===== src/rtl/pio_clkdiv.sv =====
// Fractional clock-enable generator for the PIO state machines.
// Each SM gets an independent divider: a 17-bit down-counter that is
// reloaded with INT_eff (+1 on accumulator carry) every pulse, and an
// 8-bit fraction accumulator that spreads FRAC/256 across periods.
// The output pulse is registered and one clk cycle wide.
module pio_clkdiv #(
  parameter int NUM_SM = 4
) (
  input  logic                  clk,
  input  logic                  rst,
  input  logic [32*NUM_SM-1:0]  clkdiv_in,
  input  logic [NUM_SM-1:0]     sm_en,
  input  logic [NUM_SM-1:0]     clkdiv_restart,
  output logic [NUM_SM-1:0]     clk_en
);

  genvar g;
  generate
    for (g = 0; g < NUM_SM; g++) begin : g_sm
      logic [16:0] rem_q, rem_d;
      logic [7:0]  acc_q, acc_d;
      logic        en_q,  en_d;

      logic [15:0] int_f;
      logic [7:0]  frac_f;
      logic [16:0] int_eff;
      logic [7:0]  frac_eff;
      logic [8:0]  sum;
      logic        unused_low;

      assign int_f      = clkdiv_in[32*g+16 +: 16];
      assign frac_f     = clkdiv_in[32*g+8  +: 8];
      // Low byte of each CLKDIV image carries no divider information.
      assign unused_low = ^clkdiv_in[32*g +: 8];

      // Next-state: restart beats enable; disabled SMs hold their count;
      // enabled SMs either reload (pulse) at rem==1 or count down.
      always_comb begin
        int_eff  = (int_f == 16'd0) ? 17'h10000 : {1'b0, int_f};
        frac_eff = (int_f == 16'd0) ? 8'd0 : frac_f;
        sum      = {1'b0, acc_q} + {1'b0, frac_eff};
        rem_d    = rem_q;
        acc_d    = acc_q;
        en_d     = 1'b0;
        if (clkdiv_restart[g]) begin
          rem_d = 17'd1;
          acc_d = 8'd0;
        end else if (sm_en[g]) begin
          if (rem_q == 17'd1) begin
            en_d  = 1'b1;
            acc_d = sum[7:0];
            rem_d = int_eff + {16'd0, sum[8]};
          end else begin
            rem_d = rem_q - 17'd1;
          end
        end
      end

      // Divider state registers with synchronous reset.
      always_ff @(posedge clk) begin
        if (rst) begin
          rem_q <= 17'd1;
          acc_q <= 8'd0;
          en_q  <= 1'b0;
        end else begin
          rem_q <= rem_d;
          acc_q <= acc_d;
          en_q  <= en_d;
        end
      end

      assign clk_en[g] = en_q;
    end
  endgenerate

endmodule


===== config.mk =====
export PLATFORM = sky130hd
export DESIGN_NAME = pio_clkdiv
export DESIGN_NICKNAME = d
export VERILOG_FILES = /design/src/rtl/pio_clkdiv.sv
export SDC_FILE = /design/constraint.sdc
export NUM_CORES = 1
export LEC_CHECK = 0
export ABC_CLOCK_PERIOD_IN_PS = 3700
export BUFFER_PORTS_ARGS = -buffer_cell sky130_fd_sc_hd__buf_2
export CORE_MARGIN = 1.5
export CORE_UTILIZATION = 52
export DETAILED_ROUTE_END_ITERATION = 7
export PLACE_DENSITY = 0.88
export SLEW_MARGIN = 5
export SYNTH_ARGS = -nofsm -noshare
export SYNTH_HDL_FRONTEND = slang
export SYNTH_SLANG_ARGS = --single-unit

===== constraint.sdc =====
create_clock -name clk -period 3.7 [get_ports clk]
set_clock_uncertainty 0.15 [all_clocks]
set_input_delay 0.185 -clock clk [delete_from_list [all_inputs] [get_ports clk]]
set_output_delay 0.185 -clock clk [all_outputs]
set_load 0.01 [all_outputs]

==> impl_metrics.prom <==
# TYPE chip_impl_metric gauge
chip_impl_metric{name="hold_depth",unit=""} 3
chip_impl_metric{name="cts_buffers",unit=""} 9
chip_impl_metric{name="crit_path_max_fanout",unit=""} 5
chip_impl_metric{name="insertion_delay_to_the_later_sink_of_the_worst_skew_pair",unit="ns"} 0.35
chip_impl_metric{name="drive_above_1_share",unit="%"} 23.4
chip_impl_info{name="unrepaired_setup_endpoints_after_global_routing",value="yes"} 1
chip_impl_metric{name="path_clk_slew",unit="ns"} 0.07
chip_impl_metric{name="worst-endpoint-arrival",unit="ns"} 3.66
chip_impl_info{name="ys_top_cells_by_area",value="dfxtp_1 26%, ha_1 7.5%, nand2_1 5.5%"} 1
chip_impl_metric{name="row_count",unit=""} 45
chip_impl_metric{name="number_of_different_library_cells_in_the_post_synthesis_netlist",unit=""} 73
chip_impl_metric{name="overall_power_after_layout",unit="uW"} 5070
chip_impl_metric{name="grtUsageTotal",unit="%"} 26.1
chip_impl_metric{name="dpl_worst_slack",unit="ns"} -0.415
chip_impl_metric{name="area_growth",unit="%"} 22.9
chip_impl_metric{name="timing.fmax",unit="MHz"} 281
chip_impl_metric{name="number_of_standard_cells_after_synthesis",unit=""} 1047
chip_impl_info{name="synthDominantAreaCellType",value="dfxtp_1"} 1
chip_impl_metric{name="number_of_top_level_pins",unit=""} 142
chip_impl_info{name="most-common-layout-cells",value="116 x nand2_1, 111 x buf_4, 109 x buf_2"} 1
chip_impl_metric{name="drt_iter0_drc",unit=""} 777
chip_impl_metric{name="wire_per_inst",unit="um"} 15.1
chip_impl_metric{name="drt.antenna.violating_nets",unit=""} 0
chip_impl_metric{name="worst-path-stages",unit=""} 19
chip_impl_metric{name="cp_slowest_stage_delay",unit="ns"} 0.38
chip_impl_metric{name="numPortBuffers",unit=""} 109
chip_impl_metric{name="synth_async_sr_flop_share",unit="%"} 0
chip_impl_metric{name="number_of_synthesized_flops_with_an_enable_pin",unit=""} 0
chip_impl_metric{name="core_area",unit="mm^2"} 0.0151
chip_impl_metric{name="design.die.area",unit="mm^2"} 0.0161
chip_impl_metric{name="drtPass1Iterations",unit=""} 5
chip_impl_metric{name="via_per_inst",unit=""} 6.02
chip_impl_info{name="tritoncts",value="built"} 1
chip_impl_metric{name="grt_pass1_vias",unit=""} 7954
chip_impl_metric{name="antenna_found_initial",unit=""} 0
chip_impl_metric{name="weighted_congestion_reported_at_the_end_of_routability_driven_placement",unit=""} 0.885
chip_impl_info{name="synth_flop_cell",value="dfxtp_1"} 1
chip_impl_metric{name="finalNetCount",unit=""} 1414
chip_impl_info{name="critical-path-slowest-cell",value="fa_1"} 1
chip_impl_info{name="setup.worst_path.class",value="in -> reg"} 1
chip_impl_metric{name="start_util",unit="%"} 52.7
chip_impl_metric{name="num_vias",unit=""} 8537
chip_impl_metric{name="synth_nets",unit=""} 1237
chip_impl_metric{name="synthesis.yosys.warnings",unit=""} 0
chip_impl_metric{name="wire_length_of_the_first_global_routing_pass",unit="mm"} 35.3
chip_impl_metric{name="routed_wirelength",unit="mm"} 21.4
chip_impl_metric{name="final.setup.worst_slack",unit="ns"} 0.137
chip_impl_metric{name="fin_hold_ws",unit="ns"} 0.0341
chip_impl_metric{name="finalCriticalPeriod",unit="ns"} 3.56
chip_impl_metric{name="num_antenna_cells",unit=""} 0
chip_impl_metric{name="worstRegToRegCells",unit=""} 16
chip_impl_metric{name="cts_max_path_buffers",unit=""} 2
chip_impl_metric{name="leakage",unit="uW"} 0.00400
chip_impl_metric{name="dp.cells",unit=""} 1399
chip_impl_metric{name="hpwl",unit="mm"} 15.9
chip_impl_metric{name="mappedNetlistArea",unit="mm^2"} 0.00796
chip_impl_metric{name="slew-limit-headroom",unit="%"} 34.0
chip_impl_metric{name="final_cell_count_no_fill",unit=""} 1417
chip_impl_info{name="startpoint_kind_of_the_worst_setup_timing_path",value="input port"} 1
chip_impl_metric{name="ys_seq_elements",unit=""} 104
chip_impl_metric{name="maxSlewViolCount",unit=""} 0
chip_impl_metric{name="timing_worst_slew_pin_value",unit="ns"} 0.987
chip_impl_metric{name="die_width",unit="um"} 127
chip_impl_metric{name="cp_data_required_time",unit="ns"} 3.80
chip_impl_info{name="path_common_cell",value="a21o_1"} 1
chip_impl_metric{name="die_y",unit="um"} 127
chip_impl_info{name="type_of_element_capturing_the_critical_path",value="flop"} 1
chip_impl_metric{name="grt_start_max_net_pins",unit=""} 30
chip_impl_metric{name="vdd_drop_max",unit="V"} 0.000297
chip_impl_info{name="clock_tree.root_cell",value="clkbuf_16"} 1
chip_impl_metric{name="pwr_density_cell",unit="mW/mm^2"} 518
chip_impl_info{name="kind_of_cell_adding_the_most_delay_to_the_critical_path",value="compound AO/OA/AOI/OAI gates"} 1
chip_impl_metric{name="setup-violations-final",unit=""} 0
chip_impl_metric{name="postSynthAreaPerCell",unit="um^2"} 7.60
chip_impl_info{name="outcome",value="completed"} 1
chip_impl_metric{name="clock_sink_count",unit=""} 104
chip_impl_metric{name="synth_top_area_share",unit="%"} 26.2
chip_impl_metric{name="hold_viol_final",unit=""} 0
chip_impl_metric{name="drv_cap",unit=""} 0
chip_impl_info{name="worstPathCellList",value="buf_2 > nor4_2 > nand4_1 > and2_1 > ha_1 > fa_1 > a21o_1 > a21oi_2 > o21ai_1 > a21o_1 > a21o_1 > ha_1 > buf_4 > nand3_1 > nor4_1 > xnor2_1 > o21ai_1 > a21oi_1 > a21oi_1"} 1
chip_impl_metric{name="final.fill_count",unit=""} 1281
chip_impl_metric{name="worst-path-buf-inv",unit=""} 2
chip_impl_info{name="layout_commonest_cell",value="nand2_1"} 1
chip_impl_metric{name="fin_crit_sh",unit="%"} 96.3
chip_impl_metric{name="ctsHtreeMaxLevel",unit=""} 3
chip_impl_metric{name="drt_drc_violations_left",unit=""} 0
chip_impl_info{name="holdCritPathClass",value="in -> reg"} 1
chip_impl_metric{name="grt_remaining_overflow",unit=""} 0
chip_impl_metric{name="synth_sequential_area_ratio",unit="%"} 26.2
power by group:
group	switching, uW	internal (uW)	total, uW
registers	169	1290	1460
clock network	423	509	932
logic	1610	1070	2680
total	2210	2860	5070
layer usage:
layer	up-vias	global-route usage (%)	wire (um)
met5	-	0	0
met4	0	8.82	362
met3	28	3.71	1180
met2	302	46.2	10500
met1	4016	32.8	9360
li1	4191	-	-
registers in the layout, summed over array words and instances, names as in the netlist:
name        cells
g_sm.rem_q     68
g_sm.acc_q     32
g_sm.en_q       4
cell usage after synthesis (6+ instances only):
library cell and instances:
nand2_1 116, dfxtp_1 104, nor2_1 81, o21ai_0 67, a21oi_1 57, nand3_1 52
ha_1 48, nor3_1 44, xnor2_1 43, clkbuf_1 41, and2_1 35, nand4_1 33
inv_1 32, xor2_1 31, nor4_1 30, a211oi_1 16, and3_1 12, mux2i_1 12
or3_1 11, a221oi_1 10, o31ai_1 10, a21o_1 9, a31oi_1 8, nor2b_1 8
o211ai_1 8, o21a_1 8, o22ai_1 8, buf_4 7, a32o_1 6, and4_1 6
or2_2 6
repair_timing:
item / CTS / global route
buffers inserted: 1 / 1
resized for setup: 0 / 35
endpoints found under the setup margin: 2 / 44
hold buffers: 0 / 0
pin swaps: 1 / 11
layout make-up:
class | instances | area [um^2] | area share (%)
sequential | 104 | 2080 | 21.3
clock buffer | 13 | 270 | 2.76
tap | 188 | 235 | 2.41
clock inverter | 3 | 15.0 | 0.154
timing repair buffer | 221 | 1390 | 14.2
multi-input combinational | 856 | 5670 | 57.9
inverter | 32 | 120 | 1.23
logic make-up after synthesis:
kind of cell	share of synthesized area [%]
buf+inv	4.69
simple gates	30.6
compound gates	20.3
mux	1.51
flops	26.2
fa+ha+maj	8.55
xor+xnor	8.14
final timing paths:
path                                        start  slack (ns)                end
worst max-delay path                clkdiv_in[18]        0.14  g_sm[0].rem_q[11]
worst min-delay path            clkdiv_restart[2]        0.03  g_sm[2].rem_q[10]
worst max register to register   g_sm[3].acc_q[0]        0.43  g_sm[3].rem_q[15]
worst min register to register   g_sm[3].acc_q[5]        0.31   g_sm[3].acc_q[5]
metrics by stage:
step	setup TNS (ns)	util [%]	area, um^2
global route	-0.112	64.8	9780
CTS	0	63.6	9600
global placement	-3.71	61.7	9310
finish	0	64.8	9780
floorplan	0	-	7960
detailed placement	-9.67	61.7	9310
worst reg2reg max path: stages, from the launching register on:
cell and delay (ns):
dfxtp_1 0.33, ha_1 0.16, inv_1 0.06, fa_2 0.34, nor2b_1 0.12, o21a_1 0.15, o21ai_2 0.07, a21oi_1 0.18
a21o_1 0.15, a21o_1 0.14, ha_2 0.20, nand4_1 0.14, nor3_2 0.33, nand4_1 0.16, xnor2_1 0.18, nand3_1 0.09
a31oi_1 0.23
No activity file was read; power rests on OpenSTA's default activity.
